$ cat src/rtl/lut_interp_pkg.sv
// Shared defaults, fetch FSM states and address offsets for the LUT interpolator reader side.
// Address wrap-around is selected at build time by LUT_WRAP_EN (see lut_addr_gen).
package lut_interp_pkg;

    localparam int LUT_DATA_W = 8;
    localparam int LUT_ADDR_W = 6;
    localparam int LUT_FRAC_W = 2;

    typedef enum logic [2:0] {
        IDLE,
        RD0,
        RD1,
        RD2,
        CAP,
        OUT
    } fetch_state_t;

    localparam logic [1:0] OFS_0 = 2'd0;
    localparam logic [1:0] OFS_1 = 2'd1;
    localparam logic [1:0] OFS_2 = 2'd2;

endpackage

$ cat src/rtl/lut_addr_gen.sv
// Combinational neighbour address: base + offset, clamped to the top entry by default,
// or taken modulo the table depth when LUT_WRAP_EN is defined (periodic tables).
module lut_addr_gen
    import lut_interp_pkg::*;
#(
    parameter int ADDR_W = LUT_ADDR_W
) (
    input  logic [ADDR_W-1:0] base,
    input  logic [1:0]        offset,
    output logic [ADDR_W-1:0] addr
);

`ifdef LUT_WRAP_EN
    always_comb begin
        addr = base + ADDR_W'(offset);
    end
`else
    logic [ADDR_W:0] sum;

    // A carry out of the index width means we ran past the last table entry.
    always_comb begin
        sum  = {1'b0, base} + (ADDR_W + 1)'(offset);
        addr = sum[ADDR_W] ? {ADDR_W{1'b1}} : sum[ADDR_W-1:0];
    end
`endif

endmodule

$ cat src/rtl/lut_sample_fetcher.sv
// Splits an abscissa into LUT index and fraction, reads LUT[idx], LUT[idx+1], LUT[idx+2]
// from a synchronous ROM and holds the triple under valid/ready. Top-entry behaviour follows LUT_WRAP_EN.
module lut_sample_fetcher
    import lut_interp_pkg::*;
#(
    parameter int DATA_W = LUT_DATA_W,
    parameter int ADDR_W = LUT_ADDR_W,
    parameter int FRAC_W = LUT_FRAC_W
) (
    input  logic                     clk,
    input  logic                     rst,
    input  logic                     in_valid,
    output logic                     in_ready,
    input  logic [ADDR_W+FRAC_W-1:0] x_in,
    output logic                     rom_en,
    output logic [ADDR_W-1:0]        rom_addr,
    input  logic [DATA_W-1:0]        rom_data,
    output logic                     out_valid,
    input  logic                     out_ready,
    output logic [DATA_W-1:0]        y_1,
    output logic [DATA_W-1:0]        y_2,
    output logic [DATA_W-1:0]        y_3,
    output logic [FRAC_W-1:0]        xlsb
);

    fetch_state_t state_q, state_d;
    logic [ADDR_W-1:0] idx_q, idx_d;
    logic [FRAC_W-1:0] xlsb_q, xlsb_d;
    logic [DATA_W-1:0] y_1_q, y_1_d;
    logic [DATA_W-1:0] y_2_q, y_2_d;
    logic [DATA_W-1:0] y_3_q, y_3_d;
    logic              in_ready_q, in_ready_d;
    logic              rom_en_q, rom_en_d;
    logic [ADDR_W-1:0] rom_addr_q, rom_addr_d;
    logic              out_valid_q, out_valid_d;

    logic [ADDR_W-1:0] x_idx;
    logic [FRAC_W-1:0] x_frac;
    logic [ADDR_W-1:0] gen_base;
    logic [1:0]        gen_offset;
    logic [ADDR_W-1:0] gen_addr;

    assign x_idx  = x_in[ADDR_W+FRAC_W-1:FRAC_W];
    assign x_frac = x_in[FRAC_W-1:0];

    // The address for the next read is prepared one state ahead, since rom_addr is registered.
    always_comb begin
        gen_base   = idx_q;
        gen_offset = OFS_0;
        case (state_q)
            IDLE:    gen_base   = x_idx;
            RD0:     gen_offset = OFS_1;
            RD1:     gen_offset = OFS_2;
            default: gen_offset = OFS_0;
        endcase
    end

    lut_addr_gen #(
        .ADDR_W(ADDR_W)
    ) u_addr_gen (
        .base  (gen_base),
        .offset(gen_offset),
        .addr  (gen_addr)
    );

    always_comb begin
        state_d     = state_q;
        idx_d       = idx_q;
        xlsb_d      = xlsb_q;
        y_1_d       = y_1_q;
        y_2_d       = y_2_q;
        y_3_d       = y_3_q;
        rom_en_d    = 1'b0;
        rom_addr_d  = rom_addr_q;
        out_valid_d = out_valid_q;

        case (state_q)
            IDLE: begin
                if (in_valid && in_ready_q) begin
                    idx_d      = x_idx;
                    xlsb_d     = x_frac;
                    rom_en_d   = 1'b1;
                    rom_addr_d = gen_addr;
                    state_d    = RD0;
                end
            end
            RD0: begin
                rom_en_d   = 1'b1;
                rom_addr_d = gen_addr;
                state_d    = RD1;
            end
            // Each capture takes the data returned for the read issued one state earlier.
            RD1: begin
                y_1_d      = rom_data;
                rom_en_d   = 1'b1;
                rom_addr_d = gen_addr;
                state_d    = RD2;
            end
            RD2: begin
                y_2_d   = rom_data;
                state_d = CAP;
            end
            CAP: begin
                y_3_d       = rom_data;
                out_valid_d = 1'b1;
                state_d     = OUT;
            end
            OUT: begin
                if (out_ready) begin
                    out_valid_d = 1'b0;
                    state_d     = IDLE;
                end
            end
            default: state_d = IDLE;
        endcase

        in_ready_d = (state_d == IDLE);
    end

    always_ff @(posedge clk or posedge rst) begin
        if (rst) begin
            state_q     <= IDLE;
            idx_q       <= '0;
            xlsb_q      <= '0;
            y_1_q       <= '0;
            y_2_q       <= '0;
            y_3_q       <= '0;
            in_ready_q  <= 1'b0;
            rom_en_q    <= 1'b0;
            rom_addr_q  <= '0;
            out_valid_q <= 1'b0;
        end else begin
            state_q     <= state_d;
            idx_q       <= idx_d;
            xlsb_q      <= xlsb_d;
            y_1_q       <= y_1_d;
            y_2_q       <= y_2_d;
            y_3_q       <= y_3_d;
            in_ready_q  <= in_ready_d;
            rom_en_q    <= rom_en_d;
            rom_addr_q  <= rom_addr_d;
            out_valid_q <= out_valid_d;
        end
    end

    assign in_ready  = in_ready_q;
    assign rom_en    = rom_en_q;
    assign rom_addr  = rom_addr_q;
    assign out_valid = out_valid_q;
    assign y_1       = y_1_q;
    assign y_2       = y_2_q;
    assign y_3       = y_3_q;
    assign xlsb      = xlsb_q;

endmodule
$ cat config.mk
export PLATFORM = sky130hd
export DESIGN_NAME = lut_sample_fetcher
export DESIGN_NICKNAME = d
export VERILOG_FILES = /design/src/rtl/lut_interp_pkg.sv /design/src/rtl/lut_addr_gen.sv /design/src/rtl/lut_sample_fetcher.sv
export SDC_FILE = /design/constraint.sdc
export NUM_CORES = 1
export LEC_CHECK = 0
export ABC_AREA = 1
export CORE_ASPECT_RATIO = 0.8
export CORE_MARGIN = 5
export CORE_UTILIZATION = 42
export CTS_CLUSTER_SIZE = 8
export DETAILED_ROUTE_END_ITERATION = 8
export PLACE_DENSITY = 0.75
export SLEW_MARGIN = 10
export SYNTH_ARGS = -nofsm -noshare
export SYNTH_HDL_FRONTEND = slang
export SYNTH_SLANG_ARGS = --single-unit
$ cat constraint.sdc
create_clock -name clk -period 1.9 [get_ports clk]
set_input_delay 0.19 -clock clk [delete_from_list [all_inputs] [get_ports clk]]
set_output_delay 0.19 -clock clk [all_outputs]
set_load 0.02 [all_outputs]
* Yosys cells after proc, flatten, opt, wreduce, memory -nomap -nowiden
Cells that the tools add are included.
** Storage, ports and cells
- Output and inout bits :: 35
- Logic and storage cells :: 39
- Bits of input ports :: 20
- Register bits :: 44
** Operators by class
- Multiplexer cells :: 12
- Eq/ne operators :: 7
- Add/sub/neg operators :: 1
- Reduce and logical (&&, ||, !) cells :: 9
** Operator list (number)
- 6-bit 2-to-1 mux :: 3
- 3-bit one-hot mux with 6 select lines :: 1
- 6-bit one-hot mux with 2 select lines :: 1
- 6-bit by 2-bit adder with 7-bit output :: 1
- 3-bit by 2-bit == test with 1-bit output (second input constant) :: 2
- 3-bit == test (second input constant) :: 2
- 3-bit zero test :: 2
- 3-bit 2-to-1 mux :: 2
- 2-bit AND reduction :: 3
- 2-bit inequality test (second input constant) :: 2
- 1-bit one-hot mux with 2 select lines :: 2
- 2-bit one-hot mux with 2 select lines :: 1
- 2-bit nonzero test :: 2
- 3-bit by 1-bit == test with 1-bit output (second input constant) :: 1
- 1-bit 2-to-1 mux :: 2
- 2-bit OR reduction :: 1
- 1-bit logical AND :: 1

* Depth between registers and ports, before layout
- Depth after elaboration :: 6
- Gate-level depth with buffers :: 12
- Depth with buffers taken out :: 12

* Hierarchy
Synthesis repeated with hierarchy kept, for this count alone.
** Unflattened totals
- Cell total of the unflattened synthesis :: 220
- Area, all modules :: 1933.1 sq um
** By module, submodules not included
- lut_sample_fetcher :: times used 1, cells an instance 190, sequential area each 1101.1 sq um, area an instance 1756.7 sq um
- lut_addr_gen :: times used 1, cells an instance 30, sequential area each 0.0 sq um, area an instance 176.4 sq um

* Worst setup path before layout
Ideal clock, no wire load.
- Path kind :: register to register
- Start :: register state_q[1]
- End :: register rom_addr_q[5], in the netlist rom_addr[5]
- Data arrival time :: 1.896 ns
- Path slack :: -0.067 ns
- Cell stages (with the launch flop) :: 12
- Period minus slack after synthesis :: 1.967 ns
- Path buffers :: 0
- Cell sequence :: dfrtp_1 > nor2_4 > nand2_4 > o21ai_0 > ha_1 > inv_1 > fa_1 > nor2_4 > nand3_2 > nand2_1 > nor2_1 > nor2_1
** Between the ends
- Cells in the longest elaborated chain, start to end :: 6
- Elaborated cells on any way between the ends :: 13
- Classes of those cells :: add/sub (1); eq/ne (3); mux (5); reduce/logical (4)
** RTL lines
- from (decl) :: line lut_sample_fetcher.sv:26 : fetch_state_t state_q, state_d;
- from (signal assigned) :: line lut_sample_fetcher.sv:133 : state_q <= state_d;
- 3-bit by 2-bit == test with 1-bit output (tied with other cells) :: line lut_sample_fetcher.sv:50, lut_sample_fetcher.sv:77
- 2-bit one-hot mux with 2 select lines or 6-bit 2-to-1 mux (tied branches) :: line lut_sample_fetcher.sv:50 : case (state_q)
- 6-bit by 2-bit adder with 7-bit output :: line lut_addr_gen.sv:22 : sum = {1'b0, base} + (ADDR_W + 1)'(offset);
- 6-bit 2-to-1 mux :: line lut_addr_gen.sv:23 : addr = sum[ADDR_W] ? {ADDR_W{1'b1}} : sum[ADDR_W-1:0];
- 6-bit 2-to-1 mux :: line lut_sample_fetcher.sv:79 : if (in_valid && in_ready_q) begin
- 6-bit one-hot mux with 2 select lines :: line lut_sample_fetcher.sv:77 : case (state_q)
- to (signal assigned) :: line lut_sample_fetcher.sv:141 : rom_addr_q <= rom_addr_d;
- to (decl) :: line lut_sample_fetcher.sv:34 : logic [ADDR_W-1:0] rom_addr_q, rom_addr_d;
Parallel ways exist; a longest one is shown, timed or not. The select of a mux whose other input is x is not followed.
A chain may end at the register's enable or synchronous reset.

* Worst setup path after layout
- Start :: register state_q[0]
- End :: register rom_addr_q[5], in the netlist rom_addr[5]
The elaborated chain is that of the path after synthesis.

==> out/metrics.csv <==
metric,value,unit
timing.final.crit_share,99.3,%
setup_viol,0,
nNetsFinal,302,
layout-drive-gt1-share,14.3,%
clkSinkCount,44,
io_pins,55,
diodes,0,
cts_tree,done,
dpl.hpwl,3.16,mm
period_needed,1.89,ns
dr.first_iter.drc_count,74,
grt_pass1_wl,6.90,mm
worstSkewPairLatency,0.30,ns
worst_pin_slew,0.534,ns
irDropWorstVdd,0.959,mV
fill_cells,398,
relSlewSlack,64.4,%
start_kind,flop,
die_h,70.4,um
ys_seq_elements,44,
areaGrowthSynthToFinish,41.1,%
rsz0062_at_grt,true,
drc_errors,0,
first_pass_iters,4,
place_area,2590,sq um
die_area,6020,sq um
initial_core_util,42.4,%
htreeDepth,2,
max_freq,0.530,GHz
finalSetupTns,0,ns
clkTransAtPathRegs,0.09,ns
crit_arrival,2.11,ns
end_kind,flop,
via_per_inst,4.58,
critPathKind,reg2reg,
syn_inst,212,
io_buffers,54,
clockBufferDepth,2,
max_cap_viol_count,0,
grt_max_degree,45,
slew_violations,0,
detail_route.wl_per_cell,12.0,um
grt_util_all_layers,14.5,%
synthesis.nets,235,
syn_area,1920,sq um
finalHoldViolCount,0,
rows,22,
p_leak,0.00130,uW
numCtsBuffers,5,
cts-root-buf,clkbuf_8,
avgSynthCellArea,9.04,sq um
coreArea,4510,sq um
cp.required,2.13,ns
synth_warnings,0,
antenna_found_initial,0,
synthDistinctLibCells,21,
ys_seq_area_share,57.5,%
p_per_area,1850,nW/um^2
gp_congestion,0.853,
vias,1557,
antenna_left,0,
hp-class,in2async,
gr-total-overflow,0,
drt_wl_total,4.10,mm
chipWidth,85.5,um
skew,0.00466,ns
grt_pass1_vias,1459,
stdcell_area,2700,sq um
cp_max_fo,7,
outcome,completed,
## registers in the layout, summed over array words and instances, names as in the netlist
signal     cells
y_2            8
out_valid      1
rom_en         1
in_ready       1
y_3            8
rom_addr       6
xlsb           2
idx_q          6
state_q        3
y_1            8
## per-stage QoR
step	std cells	hold slack, ns	total power [uW]	utilization, %	setup slack [ns]
4_1_cts	339	0.358	5060	59.7	0.000400
3_3_place_gp	331	0.465	4350	57.3	-0.0253
5_1_grt	340	0.416	5410	59.9	-0.117
2_1_floorplan	212	0.340	3210	-	0.0218
6_report	340	0.333	5010	59.9	0.0128
3_5_place_dp	331	0.473	4420	57.3	-0.0946
## critical path, cell delays in order (launching register included)
cell	delay, ns
dfrtp_1	0.42
nor2_4	0.15
nand2_4	0.09
o21ai_2	0.13
ha_2	0.19
inv_2	0.04
fa_2	0.36
nor2_4	0.13
nand3_2	0.11
nand2_2	0.08
nor2_1	0.05
nor2_1	0.08
## cell usage in the layout (no fill, tap or decap), types with 2 or more instances in the layout
master | synthesis | final
clkbuf_8 | 0 | 6
nor2_4 | 3 | 3
inv_2 | 1 | 2
inv_1 | 30 | 28
nor2_1 | 8 | 8
nand3_1 | 12 | 12
nand2_1 | 55 | 54
o21ai_0 | 35 | 33
nand3_2 | 2 | 2
o21ai_2 | 1 | 2
nand2_2 | 5 | 6
buf_4 | 0 | 11
clkinvlp_4 | 0 | 2
mux2_2 | 2 | 2
nor3_1 | 2 | 2
dfrtp_1 | 44 | 44
clkdlybuf4s50_1 | 0 | 54
## routing by layer
layer / up-vias / part of all wire [%] / track usage [%] / wire (um)
li1: 806 / - / - / -
met1: 701 / 46 / 19.6 / 1880
met2: 44 / 45 / 21.4 / 1840
met3: 6 / 8.2 / 4.95 / 334
met4: 0 / 1.0 / 5.27 / 43
met5: - / 0 / 0 / 0
## synthesized netlist by cell type (all sizes together)
library cell | n | area (sq um)
inv | 31 | 116
nand3 | 14 | 80.1
mux2 | 2 | 22.5
nand4 | 1 | 12.5
clkbuf | 4 | 15.0
buf | 1 | 5.00
a31oi | 1 | 6.26
fa | 1 | 20.0
nor2 | 11 | 63.8
o21ai | 36 | 184
nor3 | 2 | 10.0
nand2 | 61 | 249
a21oi | 1 | 5.00
ha | 2 | 25.0
dfrtp | 44 | 1100
## final timing paths
path / startpoint / end / slack (ns) / depth (start not counted)
max: state_q[0] / rom_addr[5] / 0.01 / 11
min: rst / y_3[4] / 0.33 / 3
max reg2reg: state_q[0] / rom_addr[5] / 0.01 / 11
min reg2reg: rom_addr[3] / rom_addr[3] / 0.49 / 2
max in group asynchronous: rst / idx_q[4] / 1.20 / 3
min in group clk: x_in[3] / idx_q[1] / 0.48 / 3
## area by class of cell
cell class,instances,area (sq um),area share [%]
clock buffer,6,82.6,3.06
clock inverter,2,15.0,0.556
inverter,31,116,4.31
multi-input combinational,132,689,25.5
sequential,44,1100,40.7
tap,60,75.1,2.78
timing repair buffer,65,623,23.1
## repair_timing
action	CTS	global route
setup endpoints to repair	4	5
buffers inserted	0	1
pin swaps	1	1
gates resized for setup	5	0
hold buffers	0	0
## cell families (layout without fill, tap and decap cells)
logic type / Yosys count / count (layout) / share of synthesized area (%)
multiplexers: 2 / 2 / 1.18
adder cells (fa/ha/maj): 3 / 3 / 2.35
buffers and inverters: 36 / 104 / 7.12
AO/OA/AOI/OAI: 38 / 38 / 10.2
AND/OR/NAND/NOR: 89 / 89 / 21.7
flip-flops: 44 / 44 / 57.5
## power by group
part	internal (uW)	total, uW	switching (uW)
sequential	1400	1650	249
clock	294	612	318
combinational	1210	2750	1530
(Power assumes the default switching activity.)
